**config.mk**
```make
export PLATFORM = sky130hd
export DESIGN_NAME = sobol_gen
export DESIGN_NICKNAME = d
export VERILOG_FILES = /design/src/rtl/sobol_gen.sv
export SDC_FILE = /design/constraint.sdc
export NUM_CORES = 1
export LEC_CHECK = 0
export CAP_MARGIN = 5
export CORE_UTILIZATION = 30
export CTS_CLUSTER_DIAMETER = 200
export CTS_CLUSTER_SIZE = 25
export DETAILED_ROUTE_END_ITERATION = 6
export SYNTH_ARGS = -nofsm -noshare
export SYNTH_HDL_FRONTEND = slang
export SYNTH_SLANG_ARGS = --single-unit
```
**constraint.sdc**
```tcl
create_clock -name clk -period 3.55 [get_ports clk]
set_input_delay 0.71 -clock clk [delete_from_list [all_inputs] [get_ports clk]]
set_output_delay 0.71 -clock clk [all_outputs]
set_load 0.02 [all_outputs]
```
**src/rtl/sobol_gen.sv**
```systemverilog
// Multi-dimension Sobol sequence generator with runtime-loadable direction vectors.
// Optional random digital shift per dimension when SOBOL_SCRAMBLE_EN is defined.
module sobol_gen #(
  parameter int WIDTH    = 16,
  parameter int DIM      = 2,
  parameter int LOGWIDTH = $clog2(WIDTH),
  parameter int LOGDIM   = (DIM > 1) ? $clog2(DIM) : 1
) (
  input  logic                  clk,
  input  logic                  rst_n,
  input  logic                  enable,
  input  logic                  restart,
  input  logic                  dv_we,
  input  logic [LOGDIM-1:0]     dv_dim,
  input  logic [LOGWIDTH-1:0]   dv_idx,
  input  logic [WIDTH-1:0]      dv_data,
`ifdef SOBOL_SCRAMBLE_EN
  input  logic                  scr_we,
`endif
  output logic [DIM*WIDTH-1:0]  seq_o,
  output logic                  wrap_o
);

  logic [WIDTH-1:0]    cnt;
  logic [WIDTH-1:0]    seq [DIM];
  logic [WIDTH-1:0]    dv  [DIM][WIDTH];
  logic [LOGWIDTH-1:0] c;
  logic                all_ones;
  logic                dim_ok;
  logic                dv_hit;

  // Dim 0 is van der Corput; higher dims start from the Pascal-triangle vectors.
  function automatic logic [WIDTH-1:0] dv_default(input int d, input int k);
    logic [WIDTH-1:0] v;
    v = '0;
    if (d == 0) begin
      v[WIDTH-1-k] = 1'b1;
    end else begin
      v[WIDTH-1] = 1'b1;
      for (int i = 1; i <= k; i++) v = v ^ (v >> 1);
    end
    return v;
  endfunction

  always_comb begin
    c = '0;
    for (int k = WIDTH-1; k >= 0; k--)
      if (!cnt[k]) c = LOGWIDTH'(k);
  end

  assign all_ones = &cnt;
  assign dim_ok   = int'(dv_dim) < DIM;
  assign dv_hit   = dv_we && dim_ok && (int'(dv_idx) < WIDTH);

  always_ff @(posedge clk or negedge rst_n) begin
    if (!rst_n) begin
      cnt    <= '0;
      wrap_o <= 1'b0;
      for (int d = 0; d < DIM; d++) begin
        seq[d] <= '0;
        for (int k = 0; k < WIDTH; k++) dv[d][k] <= dv_default(d, k);
      end
    end else begin
      wrap_o <= enable && !restart && all_ones;
      if (restart || (enable && all_ones)) begin
        cnt <= '0;
        for (int d = 0; d < DIM; d++) seq[d] <= '0;
      end else if (enable) begin
        cnt <= cnt + 1'b1;
        for (int d = 0; d < DIM; d++) seq[d] <= seq[d] ^ dv[d][c];
      end
      // The step above reads the pre-write vector, so a same-cycle write takes effect next point.
      if (dv_hit) dv[dv_dim][dv_idx] <= dv_data;
    end
  end

`ifdef SOBOL_SCRAMBLE_EN
  logic [WIDTH-1:0] shift [DIM];

  always_ff @(posedge clk or negedge rst_n) begin
    if (!rst_n) begin
      for (int d = 0; d < DIM; d++) shift[d] <= '0;
    end else if (scr_we && dim_ok) begin
      shift[dv_dim] <= dv_data;
    end
  end

  always_comb begin
    seq_o = '0;
    for (int d = 0; d < DIM; d++) seq_o[d*WIDTH +: WIDTH] = seq[d] ^ shift[d];
  end
`else
  always_comb begin
    seq_o = '0;
    for (int d = 0; d < DIM; d++) seq_o[d*WIDTH +: WIDTH] = seq[d];
  end
`endif

endmodule

```
Word-level counts from Yosys, hierarchy flattened:

Index checks and enable logic that the tools add are counted.

* mux-type cells: 31
* $add $sub $neg: 1
* bitwise gates (word level): 5
* $lt $le $gt $ge: 5
* reduce and logical (&&, ||, !) cells: 9

Operators with widths (number)
* bitwise mux 512 bit: 1
* demux 256 bit (select 1 bit): 1
* 2-to-1 mux 256 bit: 1
* binary-select mux 16 bit (select 4 bit): 2
* 2-to-1 mux 16 bit: 7
* demux 16 bit (select 4 bit): 1
* 2-to-1 mux 32 bit: 2
* 2-to-1 mux 4 bit: 16
* XOR 16 bit: 2
* adder 16 x 1 -> 16 bit (second input constant): 1
* AND reduction 16 bit: 1
* greater-or-equal comparator 5 bit (second input constant): 2
* NOT 4 -> 5 bit: 2
* logical AND 1 bit: 5
* < comparator 5 x 1 -> 1 bit (second input constant): 1
* greater-or-equal comparator 2 bit (second input constant): 1
* < comparator 2 x 1 -> 1 bit (second input constant): 1
* NOT 1 -> 2 bit: 1
* nonzero test 2 bit: 1
* logical NOT 1 bit: 1
* logical OR 1 bit: 1

* word-level logic and storage cells: 87
* input port bits: 26
* register bits after elaboration: 561
* output and inout port bits: 33

Logic depth before layout (Yosys ltp):

Gate-level depths: netlist (run 1).

* word-level depth: 23
* gate-level depth with buffers: 13
* gate-level depth less buffers: 8

Worst setup path after synthesis (run 1):

OpenSTA, ideal clock, no wires.

* kind: input -> register
* start point: in dv_idx[3]
* end point: reg dv[53] (netlist bit)
* data arrival time: 2525 ps
* buffers on the path: 2
* required time: 3425 ps
* setup time: 125 ps
* slack: 900 ps
* stages on the path: 5
* path through: buf_2 nand2_1 nor4_1 clkbuf_1 mux2_2

* word-level cells in the longest chain between the ends: 8
* elaborated cells on any way between the ends: 9
* those cells by class: order compare: 2; mux: 5; bitwise: 1; reduce/logical: 1

Ends and longest elaborated chain
* from (decl): line 15 `input logic [LOGWIDTH-1:0] dv_idx,`
* NOT 4 -> 5 bit (implied by the code) *: line 73 `if (dv_hit) dv[dv_dim][dv_idx] <= dv_data;`
* greater-or-equal comparator 5 bit (implied by the code) or < comparator 5 x 1 -> 1 bit (tied branches): line 73
* logical AND 1 bit (implied by the code): line 73
* 2-to-1 mux 16 bit (implied by the code): line 73
* demux 16 bit (select 4 bit) *: line 73
* 2-to-1 mux 256 bit (implied by the code) *: line 73
* demux 256 bit (select 1 bit) *: line 73
* bitwise mux 512 bit *: line 73
* to (signal, indexed assignment): line 73
* to (decl): line 26 `logic [WIDTH-1:0] dv [DIM][WIDTH];`

Every way passes the cells marked *; elsewhere a longest branch is shown, timed or not.
A chain may end at the register's enable or synchronous reset.

Final worst setup path (run 1):

* start point: reg cnt[5]
* end point: reg seq, in the netlist seq_o[10]

* word-level cells in the longest chain between the ends: 13
* elaborated cells on any way between the ends: 17
* those cells by class: mux: 11; bitwise: 2; reduce/logical: 4

Ends and longest elaborated chain
* from (decl): line 24 `logic [WIDTH-1:0] cnt;`
* from (signal assigned): line 69 `cnt <= cnt + 1'b1;`
* 2-to-1 mux 4 bit (6 in series): line 48 `if (!cnt[k]) c = LOGWIDTH'(k);`
* NOT 4 -> 5 bit (implied by the code): line 70 `for (int d = 0; d < DIM; d++) seq[d] <= seq[d] ^ dv[d][c];`
* binary-select mux 16 bit (select 4 bit): line 70
* 2-to-1 mux 16 bit (implied by the code) (2 in series): line 70
* XOR 16 bit: line 70
* 2-to-1 mux 32 bit: line 68 `end else if (enable) begin`
* 2-to-1 mux 32 bit: line 65 `if (restart || (enable && all_ones)) begin`
* to (signal, indexed assignment): line 60 `seq[d] <= '0;`
* to (decl): line 25 `logic [WIDTH-1:0] seq [DIM];`

Parallel ways exist; a longest one is shown, timed or not. The select of a mux whose other input is x is not followed.

==> results of run 1 <==
-- timing repair --
item,4_1_cts,5_1_grt
endpoints found under the hold margin,0,0
endpoints found under the setup margin,0,14
hold buffers,0,0
buffers inserted,0,2
-- power by group through the flow --
stage	registers [mW]	clock network, mW	logic [mW]
floorplan	8.35	0	1.78
global placement	8.44	0	2.56
detailed placement	8.51	0	2.66
CTS	8.38	3.62	2.67
global route	8.54	3.84	2.89
finish	8.39	3.50	2.65
-- path summary, 6_finish.rpt --
check	from	end	slack [ns]	cells past startpoint
hold reg to reg	dv[402]$_DFFE_PN0P_	dv[402]$_DFFE_PN0P_	0.51	1
hold / removal	rst_n	dv[117]$_DFFE_PN0P_	0.10	1
setup reg to reg	cnt[5]$_DFFE_PN0P_	seq_o[10]$_DFFE_PN0P_	0.24	10
max in group asynchronous	rst_n	dv[157]$_DFFE_PN1P_	2.31	2
setup / recovery	cnt[5]$_DFFE_PN0P_	seq_o[10]$_DFFE_PN0P_	0.24	10
min in group clk	dv[402]$_DFFE_PN0P_	dv[402]$_DFFE_PN0P_	0.51	1
-- layer usage --
layer	GRT usage (%)	part of all wire, %
met2	28.33	48
met5	0	0
met1	22.83	45
met3	1.772	4.3
met4	4.212	2.2
-- worst register-to-register path, delay by kind of cell (launching register included) --
| kind | cells | cell delay, ns |
|---|---|---|
| mux | 1 | 0.15 |
| simple gates | 2 | 0.61 |
| compound gates | 5 | 1.36 |
| flops | 1 | 0.57 |
| buf+inv | 2 | 0.50 |
-- state kept, by name, indices dropped and copies added (netlist names) --
name	flops
cnt	16
seq_o	32
dv	512
wrap_o	1
-- layout make-up --
type,instances,area share (%)
flip-flops and latches,561,48.06
clock inverters,1,0.05521
multi-input cells,1413,38.76
well taps,1155,4.905
clock buffers,47,2.548
repair buffers,175,5.606
inverters,5,0.06370
-- kinds of logic (layout without fill, tap and decap cells) --
logic type,after synthesis,after routing,synth area share [%]
multiplexers,570,570,24.10
AND/OR/NAND/NOR,528,528,9.287
adder cells (fa/ha/maj),1,1,0.04750
XOR/XNOR,12,12,0.3990
flip-flops,561,561,53.76
buffers and inverters,206,228,3.368
AO/OA/AOI/OAI,302,302,9.036
-- cells in the final DEF, fill, tap and decap left out, types with 43 or more instances in the layout --
cell	synthesis	routed
mux2_2	513	513
dfrtp_1	464	464
nand2_1	317	317
buf_4	5	102
dfstp_2	97	97
a32oi_1	66	66
a22oi_1	64	64
mux2i_1	57	57
clkdlybuf4s50_1	0	57
and3_1	48	48
a211oi_1	43	43
==> results, run 1 <==
- The area inside the core boundary is between 80000 and 90000 µm².
- Setup repair after global routing left no endpoint under its margin.
- Once the clock tree was built, the resizer swapped 0 gates to a different size.
- The total overflow left after global routing is 0.
- The multi-input combinational cells in the finished layout cover a total of 11420 µm².
- The post-detailed-route wirelength per cell is 22.44 µm.
- In this run, synthesis produced a sequential element count of 561.
- The total power is 14.54 mW.
- Relative to the synthesized area, the layout overhead comes to 11.86%.
- The maximum single-stage delay on the critical path is 0.57 ns.
- The cell seen most often among critical-path stages is buf_12.
- The total count of hold-check failures in the final report is 0.
- The final core utilization is 33.91%.
- After layout, the worst setup slack is ~0.24 ns.
- The die is 298.3 µm wide.
- The tool flagged a number of max-cap violations equal to 0.
- The number of nets produced by synthesis is 2207.
- Yosys mapped a number of flops with a built-in enable equal to 0.
- Hold is met by 0.1045 ns.
- The final layout contains 2209 nets.
- In this run, flip-flops and latches consume 57.7% of the power.
- The worst setup path is launched from a register.
- Routability-driven placement finished with a final weighted congestion of 0.8351.
- In this run the power density over the cells is approximately 500 nW/µm².
- The share of layout cells above drive strength 1 is 35.74%.
- The summed negative setup slack over all endpoints is 0 ns.
- The average instance area after synthesis is between 10 and 15 µm².
- The pre-CTS setup slack is 0.1348 ns.
- The slew of the pin with the lowest slew margin is 1.190 ns.
- The initial core utilization is between 30% and 40%.
- Sorting the synthesized cells by how often they occur yields mux2_2, dfrtp_1, nand2_1.
- The number of placed instances, taps included, is 3307.
- Internal power comes to 10.60 mW.
- Per report_power, the combinational group accounts for 18.2% of the total.
- The cell leakage power is 12.58 nW.
- The count of buffers added on input and output ports is 58.
- Entering global routing, the biggest net connects 102 pins.
- The final critical-path share of the clock period is 93.30%.
- After detailed routing, the total wire length is 75.32 mm.
- The placed instance area is 28670 µm².
- The worst hold path belongs to the class in -> async.
- The number of sinks driven by the clock tree is 561.
- The routed layout has 18060 vias.
- The predominant post-synthesis flop cell is dfrtp_1.
- The floorplan step defined a die boundary enclosing between 80000 and 90000 µm².
- The minimum clock period after layout is 3.312 ns.
- The top cell type by area accounts for about 44% of the synthesized area.
- Summed over all nets, the switching power comes to 3.945 mW.
- The maximum clock path buffer count is 3.
- The cell taking the most area after synthesis is dfrtp_1.
- The later pin in the worst-skew pair is clocked with a latency of 0.60 ns.
- The count of nets left with antenna violations once routing finished came out at 0.
- The slowest stage cell on the critical path is dfrtp_1.
- Walking the worst path, the cells encountered are and4_4 -> o2bb2ai_2 -> a31o_4 -> buf_12 -> buf_12 -> a22oi_1 -> a32oi_1 -> o22ai_1 -> nand4b_1 -> mux2i_1.
- After the first detailed-routing iteration, the DRC count stood at 1469.
- TritonCTS built the clock tree.
- The highest fanout seen on the critical path is 36.
- By instance count, the leading cell after synthesis is mux2_2.
- Row generation in the floorplan step produced 108 rows.
- The number of failing setup endpoints in the final timing report is 0.
- Headroom to the max-slew limit came out at 20.43%.
- The diode insertion count for antenna repair is 0.
- The critical path start-end classification is reg -> reg.
- The number of standard cells after synthesis is 2180.
- The number of distinct library cells after synthesis is 58.
- The flow ran to the end, and the final reports show no timing, DRC or antenna violations.
- The finished cells cover slightly below 30000 µm².
- By area the synthesized netlist is led by dfrtp_1, mux2_2, dfstp_2.
- The die is ~300 µm tall.
- The required time at the worst-slack endpoint is 4.03 ns.
- During synthesis, Yosys emitted a total of 0 warnings.
- For the final database, setup skew stands at 0.02150 ns.
- The fraction of registers with async set or reset after synthesis is 100.0%.
- In this run switching power makes up ~27% of total power.
- STA puts the critical path data arrival time at approximately 3.8 ns.
- The number of antenna violations at the first check in global routing is 3.
- The kind of cell adding the most delay to the critical path is compound AO/OA/AOI/OAI gates.
- Counting both buffers and inverters, the worst setup path holds a total of 2.
- The number of non-filler instances in the completed layout is 3357.
- The overall routing resource usage is about 17%.
- For this run, design rule violations remaining after detail routing come to 0.
- Counting the buffers created by CTS gives 26.
- The first TritonRoute pass finished after 6 iterations.
- After clock tree synthesis, the clock-pin slew on the worst setup and hold paths is 0.11 ns.
- The clock group share of total power is 24.1%.
- The proportion of synthesized chip area in sequential cells is between 50% and 60%.
- The area of the mapped netlist is 26340 µm².
- The via count of the first global-routing pass is approximately 19000.
- The max-slew violation count is 0.
- The filler cells instantiated in the layout total 8476.
- The worst setup path is captured at a register.
- The CTS H-tree depth is 1.
- Across the VDD grid, the largest voltage drop is 0.0003816 V.
- The global-route wire length before repair is 116.9 mm.
- The footprint of the flip-flops and latches is 14160 µm².
- The average vias per placed instance is roughly 5.4.
- The count of boundary I/O pins is 59.
- The clock root buffer master is clkbuf_16.
- The HPWL after detailed placement is 46.85 mm.
- Timing would allow up to about 0.30 GHz.
(Power assumes the default switching activity.)
==> inputs of run 2 (changes only) <==
--- a/config.mk
+++ b/config.mk
@@ -10,6 +10,7 @@
 export CTS_CLUSTER_DIAMETER = 200
 export CTS_CLUSTER_SIZE = 25
 export DETAILED_ROUTE_END_ITERATION = 6
+export SLEW_MARGIN = 20
 export SYNTH_ARGS = -nofsm -noshare
 export SYNTH_HDL_FRONTEND = slang
 export SYNTH_SLANG_ARGS = --single-unit
==> run 2 against run 1 <==
Net effect:
- count of clock-buffer cells in the layout unchanged
- critical endpoint unchanged
- power increased by 0.13%
- final cell count about the same
==> results, run 2 (same netlist as run 1, synthesis figures left out) <==
- The final RePlAce weighted congestion is 0.8351.
- The highest fanout seen on the critical path is 36.
- The later pin in the worst-skew pair is clocked with a latency of 0.61 ns.
- The number of antenna diodes in the final layout is 0.
- The first routing iteration left 1543 violations.
- The fmax is 0.3013 GHz.
- The nature of the critical path startpoint is a register.
- The worst-case IR drop observed on VDD is approximately 0.00039 V.
- The slew of the pin with the lowest slew margin is 0.9619 ns.
- The die is 298.3 µm wide.
- The clock root buffer master is clkbuf_16.
- The longest clock path from root to sink contains 3 buffers.
- The top cell types in the final layout, fill and taps aside, are mux2_2, dfrtp_1, nand2_1, buf_4, dfstp_2.
- Data arrives at the worst endpoint at 3.80 ns.
- Dividing total power by cell area gives a power density of a little under 500 nW/µm².
- The pre-CTS setup slack is between 0.1 and 0.15 ns.
- The sort of element at the end of the critical path is a register.
- Relative to the synthesized area, the layout overhead comes to 11.77%.
- The final critical-path share of the clock period is 93.48%.
- In this run the tightest slew margin relative to its limit is between 30% and 40%.
- The core region is 86890 µm².
- Before antenna repair, the detailed router went through 7 iterations.
- Setup repair after global routing left no endpoint under its margin.
- The post-detailed-route wirelength per cell is 22.48 µm.
- The most frequent standard cell in the layout excluding fill and tap cells is mux2_2.
- The total half-perimeter wirelength after legalization and detailed placement is roughly 47 mm.
- The placed instance area is 28670 µm².
- The height of the die is 298.3 µm.
- The slowest stage of the critical path is the dfrtp_1 cell.
- The clock transition time at the flip-flop clock pins of the worst setup and hold paths is approximately 0.11 ns.
- The share of layout cells above drive strength 1 is 35.80%.
- The number of failing setup endpoints in the final timing report is 0.
- The total congestion overflow is 0.
- The register containing the most flip-flops in the final layout is dv.
- In the routed design, unresolved DRC markers number 0.
- The TritonCTS clock tree is yes.
- The total count of hold-check failures in the final report came to 0.
- The kind of cell adding the most delay to the critical path is compound AO/OA/AOI/OAI gates.
- Summed over all failing endpoints, the final setup total negative slack is 0 ns.
- The CTS H-tree depth is 1.
- The tightest min-delay check is of the in -> async type.
- The number of routed nets with antenna violations is 0.
- The critical path is of the reg -> reg type.
- Setup slack closes at ~0.23 ns.
- The max capacitance violation total is 0.
- The number of gates resized after CTS was 0.
- The first global-routing pass estimated 116.9 mm of wire.
- For this configuration, the core starts out at a cell density of 30.31%.
- The post-route standard cell area excluding fillers is 29440 µm².
- In this run the count of I/O pins placed on the die edge is 59.
- The minimum clock period after layout is 3.319 ns.
- The average vias per placed instance is approximately 5.4.
- The number of setup buffers added after CTS is 0.
- The number of antenna violations at the first check in global routing is 3.
- Entering global routing, the biggest net connects ~100 pins.
- Clock tree synthesis found a total of 561 sinks.
- Walking the worst path, the cells encountered are and4_4 -> o2bb2ai_2 -> a31o_4 -> buf_12 -> buf_12 -> a22oi_1 -> a32oi_1 -> o22ai_1 -> nand4b_1 -> mux2i_1.
- The overall via count from detail_route is 18140.
- Global routing used 16.75% of the available tracks.
- In this run, CTS created clock tree buffers numbering 26.
- The number of buffers and inverters on the critical path is 2.
- The via count of the first global-routing pass came to around 19000.
- The die area is just under 90000 µm².
- The number of buffer cells added on primary ports is 58.
- The routed wire length is 75.45 mm.
- The number of cell rows is 108.
- The max-slew violation count is 0.
- In this run the static leakage power is 12.57 nW.
- The final layout contains 2208 nets.
- The cts-stage hold buffer count is 0.
- The flip-flop count of the largest register, all copies and words added is 512.
- The required time at the worst-slack endpoint is ~4.0 ns.
- Among the stages of the critical path, the cell type that occurs most often is buf_12.
- The run finished with clean final reports.
- The maximum single-stage delay on the critical path is approximately 0.58 ns.
- The setup skew after layout is 0.02408 ns.
run 2: changes by cell type in the layout (fill, tap and decap cells not counted), sizes merged:
cell           delta
buf               +1
clkdlybuf4s50     -2
run 2: through the flow:
stage / power [mW] / hold slack (ns) / cells / util, %
global placement: 11.00 / 0.4792 / 3307 / 32.99
finish: 14.56 / 0.09852 / 3356 / 33.88
detailed placement: 11.17 / 0.4857 / 3307 / 32.99
global route: 15.28 / 0.2012 / 3356 / 33.88
CTS: 14.67 / 0.1922 / 3355 / 33.87
floorplan: 10.13 / 0.4144 / 2180 / -
run 2: where the power goes:
part / internal (mW) / switching, mW
sequential: 7.73 / 0.654
combinational: 1.41 / 1.24
clock: 1.46 / 2.07
run 2: worst paths after layout:
path | startpoint | end | slack [ns] | depth (start not counted)
min | rst_n | dv[117]$_DFFE_PN0P_ | 0.1 | 1
min reg2reg | dv[402]$_DFFE_PN0P_ | dv[402]$_DFFE_PN0P_ | 0.51 | 1
max | cnt[5]$_DFFE_PN0P_ | seq_o[10]$_DFFE_PN0P_ | 0.23 | 10
min in group clk | dv[402]$_DFFE_PN0P_ | dv[402]$_DFFE_PN0P_ | 0.51 | 1
max reg2reg | cnt[5]$_DFFE_PN0P_ | seq_o[10]$_DFFE_PN0P_ | 0.23 | 10
max in group asynchronous | rst_n | dv[157]$_DFFE_PN1P_ | 2.30 | 2
run 2: layout make-up:
type                            instances  area, µm²
Clock buffer                           47      750.7
Clock inverter                          1      16.27
Fill cell                            8471      57450
Inverter                                5      18.77
Multi-Input combinational cell       1413      11420
Tap cell                             1155       1445
Timing Repair Buffer                  174       1629
Sequential cell                       561      14160
run 2: worst reg2reg max path: cells and delay by family, from the launching register on:
kind | cells | cell delay (ns)
buffers and inverters | 2 | 0.50
AO/OA/AOI/OAI | 5 | 1.35
multiplexers | 1 | 0.15
AND/OR/NAND/NOR | 2 | 0.61
flip-flops | 1 | 0.58
run 2: per-layer routing:
metal / part of all wire, % / GRT usage (%) / up-vias / routed length [µm]
li1: - / - / 7929 / -
met1: 45 / 22.83 / 9652 / 33730
met2: 49 / 28.33 / 464 / 36740
met3: 4.5 / 1.772 / 98 / 3367
met4: 2.1 / 4.212 / 0 / 1621
met5: 0 / 0 / - / 0
==> inputs of run 3 (changes only) <==
--- a/config.mk
+++ b/config.mk
@@ -5,11 +5,14 @@
 export SDC_FILE = /design/constraint.sdc
 export NUM_CORES = 1
 export LEC_CHECK = 0
+export ABC_AREA = 0
 export CAP_MARGIN = 5
+export CORE_MARGIN = 2
 export CORE_UTILIZATION = 30
 export CTS_CLUSTER_DIAMETER = 200
 export CTS_CLUSTER_SIZE = 25
 export DETAILED_ROUTE_END_ITERATION = 6
+export SKIP_CTS_REPAIR_TIMING = 1
 export SLEW_MARGIN = 20
 export SYNTH_ARGS = -nofsm -noshare
 export SYNTH_HDL_FRONTEND = slang
==> run 3 against run 2 <==
Net effect:
- worst hold slack improved by 0.039 ns
- fmax increased by 2.3%
- critical path depth unchanged
- power is 0.53% lower
- global-route usage down 0.58 points
- clock power about the same
- via count fell by 1.5%
- sequential cell count did not move
- first-iteration DRC count is 17% lower
- routed wire length shrank 2.3%
- sequential power is essentially flat
- critical path type unchanged
- largest power group unchanged
==> results, run 3 (same netlist as run 1, synthesis figures left out) <==
- The run finished with clean final reports.
- The maximum single-stage delay on the critical path is 0.59 ns.
- The fmax is 0.3082 GHz.
- The floorplan step set the die width to ~300 µm.
- 59 I/O pins were placed.
- For the finished layout, the period the worst path requires is approximately 3.2 ns.
- The clock reaches the later pin of the worst-skew pair after 0.58 ns.
- The number of routed nets with antenna violations is 0.
- From synthesis to final layout, the design area changed by 11.54%.
- The final critical path takes up 91.39% of the cycle.
- The worst hold slack is around 0.14 ns.
- The worst setup path is launched from a register.
- The post-detailed-route wirelength per cell is 22.06 µm.
- Setup total negative slack on the finished layout was measured at 0 ns.
- The tightest min-delay check is of the in -> async type.
- The global routing usage on met2 is 26.69%.
- The clock root buffer master is clkbuf_16.
- The slowest stage cell on the critical path is dfrtp_1.
- The routed layout has 17870 vias.
- The share of layout cells above drive strength 1 is 35.36%.
- For the pin with the worst max-slew slack, the measured transition is around 1.0 ns.
- The global-route met3 utilization is 2.226%.
- TritonCTS built the clock tree.
- The number of antenna violations at the first check in global routing was 6.
- The post-route standard cell area excluding fillers is 29380 µm².
- The total overflow left after global routing is 0.
- The routed design has 73.74 mm of wire.
- The global-route layer with the greatest usage is met2.
- The detailed router's first-iteration violation count is 1273.
- The area inside the core boundary is 86890 µm².
- The die area is around 90000 µm².
- The setup skew after layout is roughly 0.014 ns.
- The total half-perimeter wirelength after legalization and detailed placement is 44.96 mm.
- The maximum number of pins on one net before global-route repair is 105.
- The height of the die is 300.3 µm.
- The DRC violation count after routing is 0.
- The initial core utilization is 30.31%.
- STA classifies the critical path endpoint as a register.
- After clock tree synthesis, the clock-pin slew on the worst setup and hold paths is 0.11 ns.
- The number of CTS-inserted buffers is 26.
- For met1 alone, demand over resource in global routing was 21.82%.
- Of all nets on the critical path, the largest fanout is 23.
- The via count of the first global-routing pass is 18280.
- The most frequent standard cell in the layout excluding fill and tap cells is mux2_2.
- The total count of hold-check failures in the final report is 0.
- The placed instance area is 28610 µm².
- The clock passes through at most 3 buffers.
- The final RePlAce weighted congestion is between 0.8 and 0.9.
- At the worst endpoint, the required time is slightly above 4 ns.
- Overall power consumption after layout is estimated at 14.48 mW.
- The overall routing resource usage is 16.17%.
- Dividing the detail-routed via count by the number of cells gives 5.345.
- Setup repair after global routing left no endpoint under its margin.
- The number of buffer cells added on primary ports is 58.
- The max-slew violation count is 0.
- The worst slew slack as a fraction of its limit is between 30% and 40%.
- In the layout the commonest cells are mux2_2, dfrtp_1, nand2_1, dfstp_2, buf_4.
- The power density normalized to cell area is roughly 490 nW/µm².
- The arrival time at the worst endpoint is 3.78 ns.
- Ranked by flip-flop count, first place goes to dv.
- The worst-case IR drop observed on VDD is between 0.0003 and 0.0004 V.
- The signal on the critical path passes through and4_4 -> o2bb2ai_2 -> a31o_4 -> buf_12 -> buf_12 -> and4_1 -> a31oi_1 -> a311o_1 -> or4_1 -> nand2_1.
- The flip-flop count of the largest register, all copies and words added is 512.
- The global-route wire length before repair is 113.9 mm.
- The cell seen most often among critical-path stages is buf_12.
- The number of cell rows is approximately 110.
- Cells fill 33.81% of the core in the end.
- The setup path with the least slack is of type reg -> reg.
- The cell leakage power is 12.52 nW.
- Across the run, the number of max-cap violations was 0.
- The layout net count is 2193.
- In this run the number of H-tree levels came out at 1.
- The number of failing setup endpoints in the final timing report is 0.
- For this run, the detailed router's first-pass iteration total came to 6.
- CTS saw 561 sinks.
-- run 3: area by class of cell --
class                   instances  area, µm²
fillers                      8539      57510
flip-flops and latches        561      14160
multi-input cells            1413      11420
repair buffers                159       1559
well taps                    1155       1445
clock buffers                  47      750.7
inverters                       5      18.77
clock inverters                 1      16.27
diodes                          2      5.005
-- run 3: metal layers --
| metal | share of wire, % | vias up |
|---|---|---|
| met5 | 0.031 | - |
| met4 | 3.1 | 4 |
| met3 | 5.1 | 124 |
| met2 | 47 | 485 |
| met1 | 45 | 9390 |
| li1 | - | 7864 |
-- run 3: stage by stage --
step                      worst slack (ns)  instances
after floorplan                     0.9004       2180
after global placement              0.2748       3293
after detailed placement            0.2652       3293
after CTS                           0.2456       3341
after global routing                0.1712       3343
final                               0.3057       3343
-- run 3: worst max-delay path, delay by kind of cell, from the launching register on --
family / cells / cell delay, ns
flops: 1 / 0.59
compound gates: 4 / 1.05
simple gates: 4 / 1.11
buf+inv: 2 / 0.41
-- run 3: final timing paths --
kind	startpoint	end	slack, ns	depth (start not counted)
worst max register to register	cnt[5]$_DFFE_PN0P_	seq_o[11]$_DFFE_PN0P_	0.31	10
min in group clk	dv[435]$_DFFE_PN0P_	dv[435]$_DFFE_PN0P_	0.51	1
worst min-delay path	rst_n	dv[117]$_DFFE_PN0P_	0.14	1
worst min register to register	dv[435]$_DFFE_PN0P_	dv[435]$_DFFE_PN0P_	0.51	1
max in group asynchronous	rst_n	dv[290]$_DFFE_PN1P_	2.26	2
worst max-delay path	cnt[5]$_DFFE_PN0P_	seq_o[11]$_DFFE_PN0P_	0.31	10
-- run 3: where the power goes --
part           total, mW  internal, mW  leakage, nW  switching [mW]
Sequential          8.37          7.73         6.98           0.638
Clock               3.49          1.46        0.364            2.03
Combinational       2.63          1.41         5.18            1.22
Total               14.5          10.6         12.5            3.89
